[config.mk]
export PLATFORM = sky130hd
export DESIGN_NAME = branch_resolve_unit
export DESIGN_NICKNAME = d
export VERILOG_FILES = /design/src/rtl/branch_resolve_unit.sv
export SDC_FILE = /design/constraint.sdc
export NUM_CORES = 1
export LEC_CHECK = 0
export CAP_MARGIN = 20
export CORE_MARGIN = 4
export CORE_UTILIZATION = 39
export DETAILED_ROUTE_END_ITERATION = 12
export GPL_ROUTABILITY_DRIVEN = 0
export HOLD_SLACK_MARGIN = 0.12
export PLACE_DENSITY = 0.69
export SLEW_MARGIN = 30
export SYNTH_ARGS = -nofsm -noshare
export SYNTH_HDL_FRONTEND = slang
export SYNTH_SLANG_ARGS = --single-unit
[constraint.sdc]
create_clock -name clk -period 16.34 [get_ports clk]
set_clock_uncertainty 0.2 [all_clocks]
set_input_delay 2.451 -clock clk [delete_from_list [all_inputs] [get_ports clk]]
set_output_delay 2.451 -clock clk [all_outputs]
set_load 0.005 [all_outputs]
[src/rtl/branch_resolve_unit.sv]
// Branch resolution: in-order queue of fetch-time predictions checked against
// the execute-stage outcome; flags mispredicts, redirects fetch, feeds the predictor.
module branch_resolve_unit #(
  parameter int DEPTH = 4
) (
  input  logic        clk,
  input  logic        reset,
  input  logic        PredValidF,
  input  logic        PredTakenF,
  input  logic [31:0] PredTargetF,
  input  logic [31:0] PCPlus4F,
  input  logic        StallF,
  input  logic        ResolveE,
  input  logic        ActTakenE,
  input  logic [31:0] ActTargetE,
  output logic        MispredictE,
  output logic [31:0] RedirectPCE,
  output logic        FlushD,
  output logic        FlushE,
  output logic        UpdateValid,
  output logic        UpdateTaken,
  output logic [31:0] BranchCount,
  output logic [31:0] MissCount,
  output logic        ErrorFlag
);

  localparam int AW = $clog2(DEPTH);
  localparam logic [AW:0]   FULL_CNT = (AW+1)'(DEPTH);
  localparam logic [AW:0]   CNT_ONE  = (AW+1)'(1);
  localparam logic [AW:0]   CNT_ZERO = (AW+1)'(0);
  localparam logic [AW-1:0] PTR_ONE  = AW'(1);
  localparam logic [AW-1:0] PTR_ZERO = AW'(0);

  logic          taken_mem_r  [DEPTH];
  logic [31:0]   target_mem_r [DEPTH];
  logic [31:0]   pc4_mem_r    [DEPTH];
  logic [AW-1:0] rd_ptr_r;
  logic [AW-1:0] wr_ptr_r;
  logic [AW:0]   count_r;
  logic          update_valid_r;
  logic          update_taken_r;
  logic [31:0]   branch_count_r;
  logic [31:0]   miss_count_r;
  logic          error_r;

  logic          empty_s;
  logic          full_s;
  logic          head_taken_s;
  logic [31:0]   head_target_s;
  logic [31:0]   head_pc4_s;
  logic          resolve_s;
  logic          valid_resolve_s;
  logic          mispredict_s;
  logic [31:0]   redirect_s;
  logic          push_req_s;
  logic          push_s;
  logic          overflow_s;
  logic          underflow_s;

  // Head compare, redirect selection and push/pop qualification.
  always_comb begin
    empty_s         = (count_r == CNT_ZERO);
    full_s          = (count_r == FULL_CNT);
    head_taken_s    = taken_mem_r[rd_ptr_r];
    head_target_s   = target_mem_r[rd_ptr_r];
    head_pc4_s      = pc4_mem_r[rd_ptr_r];
    resolve_s       = ResolveE & ~reset;
    valid_resolve_s = resolve_s & ~empty_s;
    mispredict_s    = valid_resolve_s &
                      ((head_taken_s != ActTakenE) |
                       (head_taken_s & ActTakenE & (head_target_s != ActTargetE)));
    if (mispredict_s) begin
      redirect_s = ActTakenE ? ActTargetE : head_pc4_s;
    end else begin
      redirect_s = 32'h0000_0000;
    end
    // A push in the mispredict cycle is on the wrong path and is dropped.
    push_req_s  = PredValidF & ~StallF & ~mispredict_s & ~reset;
    push_s      = push_req_s & (~full_s | valid_resolve_s);
    overflow_s  = push_req_s & full_s & ~valid_resolve_s;
    underflow_s = resolve_s & empty_s;
  end

  // Prediction storage; the head slot may be overwritten while it is popped.
  always_ff @(posedge clk or posedge reset) begin
    if (reset) begin
      for (int i = 0; i < DEPTH; i++) begin
        taken_mem_r[i]  <= 1'b0;
        target_mem_r[i] <= 32'h0000_0000;
        pc4_mem_r[i]    <= 32'h0000_0000;
      end
    end else if (push_s) begin
      taken_mem_r[wr_ptr_r]  <= PredTakenF;
      target_mem_r[wr_ptr_r] <= PredTargetF;
      pc4_mem_r[wr_ptr_r]    <= PCPlus4F;
    end
  end

  // Queue pointers and occupancy.
  always_ff @(posedge clk or posedge reset) begin
    if (reset) begin
      rd_ptr_r <= PTR_ZERO;
      wr_ptr_r <= PTR_ZERO;
      count_r  <= CNT_ZERO;
    end else if (mispredict_s) begin
      rd_ptr_r <= PTR_ZERO;
      wr_ptr_r <= PTR_ZERO;
      count_r  <= CNT_ZERO;
    end else begin
      if (valid_resolve_s) rd_ptr_r <= rd_ptr_r + PTR_ONE;
      if (push_s)          wr_ptr_r <= wr_ptr_r + PTR_ONE;
      case ({push_s, valid_resolve_s})
        2'b10:   count_r <= count_r + CNT_ONE;
        2'b01:   count_r <= count_r - CNT_ONE;
        default: count_r <= count_r;
      endcase
    end
  end

  // Predictor update strobe, saturating statistics and sticky error.
  always_ff @(posedge clk or posedge reset) begin
    if (reset) begin
      update_valid_r <= 1'b0;
      update_taken_r <= 1'b0;
      branch_count_r <= 32'h0000_0000;
      miss_count_r   <= 32'h0000_0000;
      error_r        <= 1'b0;
    end else begin
      update_valid_r <= valid_resolve_s;
      update_taken_r <= valid_resolve_s & ActTakenE;
      if (valid_resolve_s && (branch_count_r != 32'hFFFF_FFFF)) begin
        branch_count_r <= branch_count_r + 32'h0000_0001;
      end
      if (mispredict_s && (miss_count_r != 32'hFFFF_FFFF)) begin
        miss_count_r <= miss_count_r + 32'h0000_0001;
      end
      if (overflow_s || underflow_s) begin
        error_r <= 1'b1;
      end
    end
  end

  assign MispredictE = mispredict_s;
  assign RedirectPCE = redirect_s;
  assign FlushD      = mispredict_s;
  assign FlushE      = mispredict_s;
  assign UpdateValid = update_valid_r;
  assign UpdateTaken = update_taken_r;
  assign BranchCount = branch_count_r;
  assign MissCount   = miss_count_r;
  assign ErrorFlag   = error_r;

endmodule
==> summary.md, run 1 <==
| Metric | Value |
|---|---|
| Die area | 43300 um^2 |
| Clk_lat worst skew | 550 ps |
| Multi-input gate area | 6770 um^2 |
| Io pins | 205 |
| Synth warn | 0 |
| Gate power share | 28.8% |
| Via count | 9589 |
| Clk pwr share | 28.6% |
| Initial drt markers | 445 |
| GRT overflow | 0 |
| Fmax | 119 MHz |
| FILL cells | 3478 |
| Nets | 1386 |
| Critical Path End Type | primary output |
| Internal power | 2160 uW |
| CP required | 13690 ps |
| Core area | 39600 um^2 |
| Clock Path Buffers | 3 |
| Cells after Synth | 1071 |
| First-pass GRT wire length | 61400 um |
| Vias in the first global route | 10300 |
| Slew margin rel. | 44.3% |
| Largest family of logic cells by synthesized area | multiplexers |
| DRT antenna net count | 0 |
| Wire per inst | 21.1 um |
| Final Max Tran Viols | 0 |
| Largest area contributor in the netlist | dfrtp_1 |
| Cts hold-fix bufs | 0 |
| Synth Area in Compound Gates | 1.13% |
| Post-synthesis sequential area ratio | 53.6% |
| Cts bufs inserted | 39 |
| Asr flop ratio synth | 100% |
| Htree depth | 2 |
| Tmin final | 8380 ps |
| Setup_tns | 0 ps |
| Final hold vios | 0 |
| Die X | 208 um |
| Register Area | 8370 um^2 |
| Leakage power | 0.00840 uW |
| VDD IR-drop max | 0.0998 mV |
| Sequential Power Share | 42.5% |
| PwrDens | 158 nW/um^2 |
| Drt via density | 5.25 |
| Final setup violation count | 0 |
| Multiplexer area fraction after synthesis | 30.5% |
| Syn-to-layout area delta | 24.1% |
| Status | completed |
| Final hold slack | 257 ps |
| Cell variety after synth | 44 |
| Number of flops mapped to enable cells by yosys | 0 |
| Vert. Die Dim | 208 um |
| Share of layout cells above drive strength 1 | 16.9% |
| Synth cell count leaders | dfrtp_1, mux2_1, mux4_2 |
| Max Cap Violations | 0 |
| Row count | 73 |
| Post-detail-place hpwl | 25400 um |
| Cts repair resizes | 0 |
| Clock slew at reported path FFs | 50 ps |
| Switching share of power | 29.4% |
| Hold Path Class | reg -> reg |
| Worst path arrival time | 5730 ps |
| Post-CTS setup buffer count | 0 |
| TritonCTS clock tree | yes |
| Adder-cell share of the synthesized area | 0.690% |
| DR pass1 iterations | 6 |
| CTS root buf | clkbuf_16 |
| Post-Syn Area | 15600 um^2 |
| Ant diodes | 0 |
| Psw | 900 uW |
| Ys flop type | dfrtp_1 |
| Initial antenna violation count | 5 |
| Startpoint Class | primary input |
| Post-synth top area share | 53.6% |
| Syn_nets | 1182 |
| PortBufs | 204 |
| Class of the most critical setup path | in -> out |
| Critical Path Fanout Max | 19 |
| Most instantiated library cell after synthesis | dfrtp_1 |
| Worst Tran Pin Value | 836 ps |
| Drt drc | 0 |
| #FFs+latches synth | 334 |
| Clk sinks | 334 |
| RSZ-0062 raised after global routing | no |
| Post-Syn Area per Cell | 14.6 um^2 |
| Initial Util | 39.4% |
| Overall routed net length | 38600 um |
| Synth area leaders | dfrtp_1, mux2_1, mux4_2, mux2_2, xnor2_1 |
| Simple logic cell fraction of the synthesized area | 5.77% |
| Synth Area in XOR/XNOR | 5.22% |
| Largest net degree at the start of global routing | 189 |
| Total GRT Usage | 17.9% |
| Final Cycle Share | 51.3% |
==> logic make-up after synthesis <==
family	count (synthesis)
AO/OA/AOI/OAI	24
XOR/XNOR	93
adder cells (fa/ha/maj)	8
buffers and inverters	73
flip-flops	334
multiplexers	361
AND/OR/NAND/NOR	178
==> worst paths after layout <==
check	slack, ps	endpoint	depth (start not counted)	from
setup / recovery	7960	FlushD	8	ActTargetE[22]
hold / removal	260	ErrorFlag	1	ErrorFlag
setup reg to reg	10100	pc4_mem_r[19]	10	rd_ptr_r[0]
hold reg to reg	260	ErrorFlag	1	ErrorFlag
max in group asynchronous	11430	pc4_mem_r[44]	5	reset
min in group asynchronous	2210	MissCount[13]	2	reset
==> critical path, cell delays in order <==
cell,delay [ps]
clkdlybuf4s50_1,520
xor2_1,290
nor4_1,600
nand4_1,290
o31ai_4,490
buf_4,340
inv_1,190
clkdlybuf4s50_1,550
==> registers in the layout, indices dropped and copies added, names as in the netlist <==
register and count:
BranchCount 32, MissCount 32, ErrorFlag 1, taken_mem_r 4, target_mem_r 128, rd_ptr_r 2, UpdateValid 1, wr_ptr_r 2
UpdateTaken 1, count_r 3, pc4_mem_r 128
==> final cells by class <==
| class | count | area share [%] |
|---|---|---|
| Sequential cell | 334 | 43.2 |
| Clock buffer | 53 | 5.99 |
| Timing Repair Buffer | 221 | 11.4 |
| Clock inverter | 13 | 0.711 |
| Tap cell | 525 | 3.39 |
| Multi-Input combinational cell | 664 | 35.0 |
| Inverter | 15 | 0.330 |
==> cells in the final DEF (no fill, tap or decap), drive strengths merged, types with 15 or more instances in the layout <==
cell type      count
xnor2             49
dfrtp            334
nand2             32
xor2              44
mux2i             34
buf               18
clkdlybuf4s50    203
mux4              65
nand4             25
inv               16
nand3             19
nor2              51
mux2             262
and3              15
clkbuf            53
==> metal layers <==
| layer | track usage, % | vias to the layer above | wire (um) |
|---|---|---|---|
| li1 | - | 4305 | - |
| met5 | 0 | - | 65 |
| met4 | 4.58 | 8 | 829 |
| met3 | 4.75 | 63 | 2410 |
| met2 | 29.5 | 219 | 18700 |
| met1 | 23.8 | 4994 | 16500 |
==> per-stage QoR <==
step	instance area (um^2)	power (uW)	worst slack (ps)	instances	util [%]
3_5_place_dp	18000	2210	7960	1758	45.5
3_3_place_gp	18000	2170	7570	1757	45.5
5_1_grt	19400	3240	7760	1825	48.8
4_1_cts	19300	3110	7940	1824	48.8
2_1_floorplan	15600	1890	2010	1071	-
6_report	19400	3060	7960	1825	48.8
==> power by group through the flow <==
stage	logic, uW	registers (uW)	clock network [uW]
after floorplan	665	1230	0
after global placement	876	1300	0
after detailed placement	898	1320	0
after CTS	901	1300	902
after global routing	964	1340	937
final	882	1300	875
Note: power is estimated with default switching activity, not from simulation.
==> run 2, diff against run 1 <==
--- a/config.mk
+++ b/config.mk
@@ -11,7 +11,7 @@
 export DETAILED_ROUTE_END_ITERATION = 12
 export GPL_ROUTABILITY_DRIVEN = 0
 export HOLD_SLACK_MARGIN = 0.12
-export PLACE_DENSITY = 0.69
+export PLACE_DENSITY = 0.71
 export SLEW_MARGIN = 30
 export SYNTH_ARGS = -nofsm -noshare
 export SYNTH_HDL_FRONTEND = slang
==> constraint.sdc (replaced) <==
create_clock -name clk -period 7.1 [get_ports clk]
set_clock_uncertainty 0.2 [all_clocks]
set_input_delay 1.065 -clock clk [delete_from_list [all_inputs] [get_ports clk]]
set_output_delay 1.065 -clock clk [all_outputs]
set_load 0.005 [all_outputs]
==> summary.md, run 2 (synthesized netlist as in run 1, its figures left out) <==
| Metric | Value |
|---|---|
| Wire per inst | 21.1 um |
| Row count | 73 |
| Die X | 208 um |
| Share of layout cells above drive strength 1 | 20.2% |
| Post-Layout Inst Area | 19700 um^2 |
| Slew margin rel. | 41.7% |
| Worst path arrival time | 4650 ps |
| CP required | 5830 ps |
| Cts repair resizes | 0 |
| PwrDens | 365 nW/um^2 |
| Htree depth | 2 |
| Initial drt markers | 451 |
| Area after DPL | 18300 um^2 |
| Fmax | 169 MHz |
| First-pass GRT wire length | 61200 um |
| Total GRT Usage | 17.8% |
| Startpoint Class | register |
| Commonest non-fill, non-tap cell in the layout | dfrtp_1 |
| Max Cap Violations | 0 |
| DR pass1 iterations | 7 |
| DRT antenna net count | 0 |
| Vert. Die Dim | 208 um |
| CTS root buf | clkbuf_16 |
| GRT overflow | 0 |
| Drt drc | 0 |
| Drt via density | 5.21 |
| Nets | 1387 |
| Initial antenna violation count | 1 |
| Post-detail-place hpwl | 26200 um |
| Final setup violation count | 0 |
| Final Max Tran Viols | 0 |
| Overall routed net length | 38600 um |
| Via count | 9541 |
| Status | completed |
| Critical Path End Type | primary output |
| Io pins | 205 |
| Clock slew at reported path FFs | 60 ps |
| Cts bufs inserted | 39 |
| Final Cycle Share | 83.3% |
| VDD IR-drop max | 0.167 mV |
| Critical Path Fanout Max | 31 |
| Cts hold-fix bufs | 0 |
| Clk_lat worst skew | 560 ps |
| Worst path slowest cell | dfrtp_4 |
| CP dominant cell by count | buf_4 |
| TritonCTS clock tree | yes |
| Class of the most critical setup path | reg -> out |
| PortBufs | 204 |
| Worst path cell trace | buf_4 -> mux4_2 -> xor2_1 -> nor4_1 -> nand4_1 -> o31ai_4 -> buf_4 -> nor2_1 -> clkdlybuf4s50_1 |
| Initial Util | 39.4% |
| Post-CTS setup buffer count | 0 |
| Clock Path Buffers | 3 |
| Crit-path leading delay family | buffers and inverters |
| Largest net degree at the start of global routing | 173 |
| Die area | 43300 um^2 |
| Final hold vios | 0 |
| Leakage power | 0.00848 uW |
| Core area | 39600 um^2 |
| RSZ-0062 raised after global routing | no |
| Hold Path Class | reg -> reg |
| Tmin final | 5920 ps |
| CP max stage delay | 820 ps |
| Clk sinks | 334 |
| Final Util | 49.8% |
| Most frequent cells in the layout | dfrtp_1, clkdlybuf4s50_1, mux2_1 |
| Syn-to-layout area delta | 26.5% |
| Regs by FF count | pc4_mem_r: 128 flops, target_mem_r: 128 flops |
| Vias in the first global route | 10400 |
| Worst Tran Pin Value | 871 ps |
| Worst path bufs/invs | 3 |
run 2: layer usage:
layer	vias up	routed length [um]	GRT usage, %
met5	-	0	0
met4	0	669	4.12
met3	40	2020	3.75
met2	246	18400	28.5
met1	4955	17500	25.2
li1	4300	-	-
run 2: path summary, 6_finish.rpt:
path / from / to / slack (ps) / depth (start not counted)
worst min register to register: pc4_mem_r[8] / pc4_mem_r[8] / 280 / 1
max in group asynchronous: reset / rd_ptr_r[0] / 4150 / 5
worst max register to register: rd_ptr_r[0] / taken_mem_r[3] / 2030 / 10
min in group asynchronous: reset / pc4_mem_r[87] / 830 / 3
worst min-delay path: pc4_mem_r[8] / pc4_mem_r[8] / 280 / 1
worst max-delay path: rd_ptr_r[0] / RedirectPCE[16] / 1180 / 9
run 2: metrics by stage:
stage	hold WS, ps	TNS [ps]	std cells	setup slack, ps	total power (uW)
after CTS	283	0	1828	1120	7280
after detailed placement	262	0	1759	1720	5120
after floorplan	251	-339330	1071	-1490	4430
final	278	0	1830	1180	7190
after global routing	296	0	1830	908	7610
after global placement	243	0	1759	1750	5030
run 2: power breakdown:
part	switching [uW]	total [uW]	internal, uW	leakage [uW]
Sequential	432	3000	2570	0.00430
Combinational	858	2070	1210	0.00350
Clock	806	2130	1320	0.000682
Total	2100	7190	5100	0.00848
run 2: cell type report:
cell class	count	area [um^2]
inverters	15	60.1
flip-flops and latches	334	8370
repair buffers	222	2270
well taps	525	657
clock inverters	16	275
diodes	1	2.50
clock buffers	53	1110
fillers	3383	19900
multi-input cells	664	6990
==> run 3, diff against run 2 <==
==> constraint.sdc (replaced) <==
create_clock -name clk -period 5.3 [get_ports clk]
set_clock_uncertainty 0.2 [all_clocks]
set_input_delay 0.795 -clock clk [delete_from_list [all_inputs] [get_ports clk]]
set_output_delay 0.795 -clock clk [all_outputs]
set_load 0.005 [all_outputs]
==> summary.md, run 3 (synthesized netlist as in run 1, its figures left out) <==
| Metric | Value |
|---|---|
| Status | completed |
| Class of the most critical setup path | reg -> out |
| Clk pwr share | 27.6% |
| Share of layout cells above drive strength 1 | 21.6% |
| Vias in the first global route | 10300 |
| RSZ-0062 raised after global routing | no |
| Final Cycle Share | 95.6% |
| DRT antenna net count | 0 |
| Pre-CTS WS | 413 ps |
| Cts hold-fix bufs | 0 |
| DR pass1 iterations | 6 |
| Nets | 1400 |
| Area after DPL | 18500 um^2 |
| Leakage power | 0.00856 uW |
| Reg2reg path depth | 10 |
| Switching share of power | 29.4% |
| Most frequent cells in the layout | dfrtp_1, clkdlybuf4s50_1, mux2_1 |
| Via count | 9685 |
| Startpoint Class | register |
| Met1 Usage GRT | 25.1% |
| Clock Path Buffers | 3 |
| Final hold vios | 0 |
| CP required | 4300 ps |
| GRT overflow | 0 |
| Critical Path Fanout Max | 22 |
| Max Cap Violations | 0 |
| Critical Path End Type | primary output |
| Clk sinks | 334 |
| Final hold slack | 270 ps |
| Post-Layout Inst Area | 19900 um^2 |
| Post-detail-place hpwl | 26800 um |
| Clk_lat worst skew | 520 ps |
| Initial Util | 39.4% |
| Psw | 2810 uW |
| Row count | 73 |
| Commonest non-fill, non-tap cell in the layout | dfrtp_1 |
| PortBufs | 204 |
| Largest net degree at the start of global routing | 120 |
| Io pins | 205 |
| Drt via density | 5.24 |
| Wire per inst | 20.8 um |
| Final WS setup | 232 ps |
| First-pass GRT wire length | 60900 um |
| Final Max Tran Viols | 0 |
| Setup_tns | 0 ps |
| Drt drc | 0 |
| Fmax | 197 MHz |
| Internal power | 6740 uW |
| Overall routed net length | 38500 um |
| Htree depth | 2 |
| Core area | 39600 um^2 |
| Gate power share | 31.0% |
| TritonCTS clock tree | yes |
| Final Util | 50.1% |
| Hold Path Class | reg -> reg |
| CTS root buf | clkbuf_16 |
| Met3 usage | 4.49% |
| Total GRT Usage | 17.7% |
| Syn-to-layout area delta | 27.4% |
| Vert. Die Dim | 208 um |
| Met2 Use GR | 27.1% |
| Initial drt markers | 480 |
| Worst hold path depth | 1 |
| Sequential Power Share | 41.4% |
| Gr busiest metal | met2 |
| PwrDens | 480 nW/um^2 |
| Regs by FF count | pc4_mem_r: 128 flops, target_mem_r: 128 flops |
| Tmin final | 5070 ps |
| Clock slew at reported path FFs | 60 ps |
| Slew margin rel. | 44.1% |
| Die X | 208 um |
| Final setup violation count | 0 |
| VDD IR-drop max | 0.320 mV |
| Worst Tran Pin Value | 831 ps |
| Die area | 43300 um^2 |
| Initial antenna violation count | 8 |
| Cts bufs inserted | 38 |
| Worst path arrival time | 4070 ps |
run 3: changes by cell type in the layout (fill, tap and decap cells not counted), moves of 5 or more:
cell,change
clkinv_2,+6
bufinv_16,-5
buf_12,+6
buf_4,+5
run 3: path summary, 6_finish.rpt:
check / from / end / slack, ps
worst max-delay path: rd_ptr_r[1] / RedirectPCE[14] / 230
worst min-delay path: ErrorFlag / ErrorFlag / 270
worst max register to register: rd_ptr_r[1] / pc4_mem_r[45] / 880
worst min register to register: ErrorFlag / ErrorFlag / 270
max in group asynchronous: reset / rd_ptr_r[1] / 3230
min in group asynchronous: reset / BranchCount[12] / 570
run 3: timing repair:
action / CTS / global route
gates resized for setup: 1 / 0
endpoints found under the setup margin: 35 / 0
setup buffers: 4 / 0
run 3: metrics by stage:
stage,total power (uW),std cells
CTS,9650,1844
detailed placement,6920,1770
finish,9550,1847
floorplan,5940,1071
global route,10100,1846
global placement,6790,1769
run 3: final cells by class:
type,instances,area (um^2)
antenna,3,7.51
clock buffer,55,1180
clock inverter,15,110
fill,3402,19800
inverter,15,60.1
multi-input combinational,664,7020
sequential,334,8370
tap,525,657
timing repair buffer,236,2470
run 3: routing by layer:
metal / routed length [um] / vias up
met5: 92 / -
met4: 886 / 12
met3: 2120 / 63
met2: 17700 / 227
met1: 17700 / 5023
li1: - / 4360
run 3: power by group through the flow:
stage / Sequential (uW) / Clock [uW] / Combinational, uW
finish: 3950 / 2640 / 2960
global route: 4050 / 2810 / 3220
CTS: 3940 / 2700 / 3010
detailed placement: 4020 / 0 / 2900
global placement: 3970 / 0 / 2830
floorplan: 3790 / 0 / 2150
run 3: critical path: stages (launching register included):
cell	delay [ps]
dfrtp_4	660
buf_4	280
mux4_2	330
xor2_1	260
nor4_2	480
nand4_1	310
o31ai_4	400
buf_12	280
nor2_1	80
clkdlybuf4s50_1	450
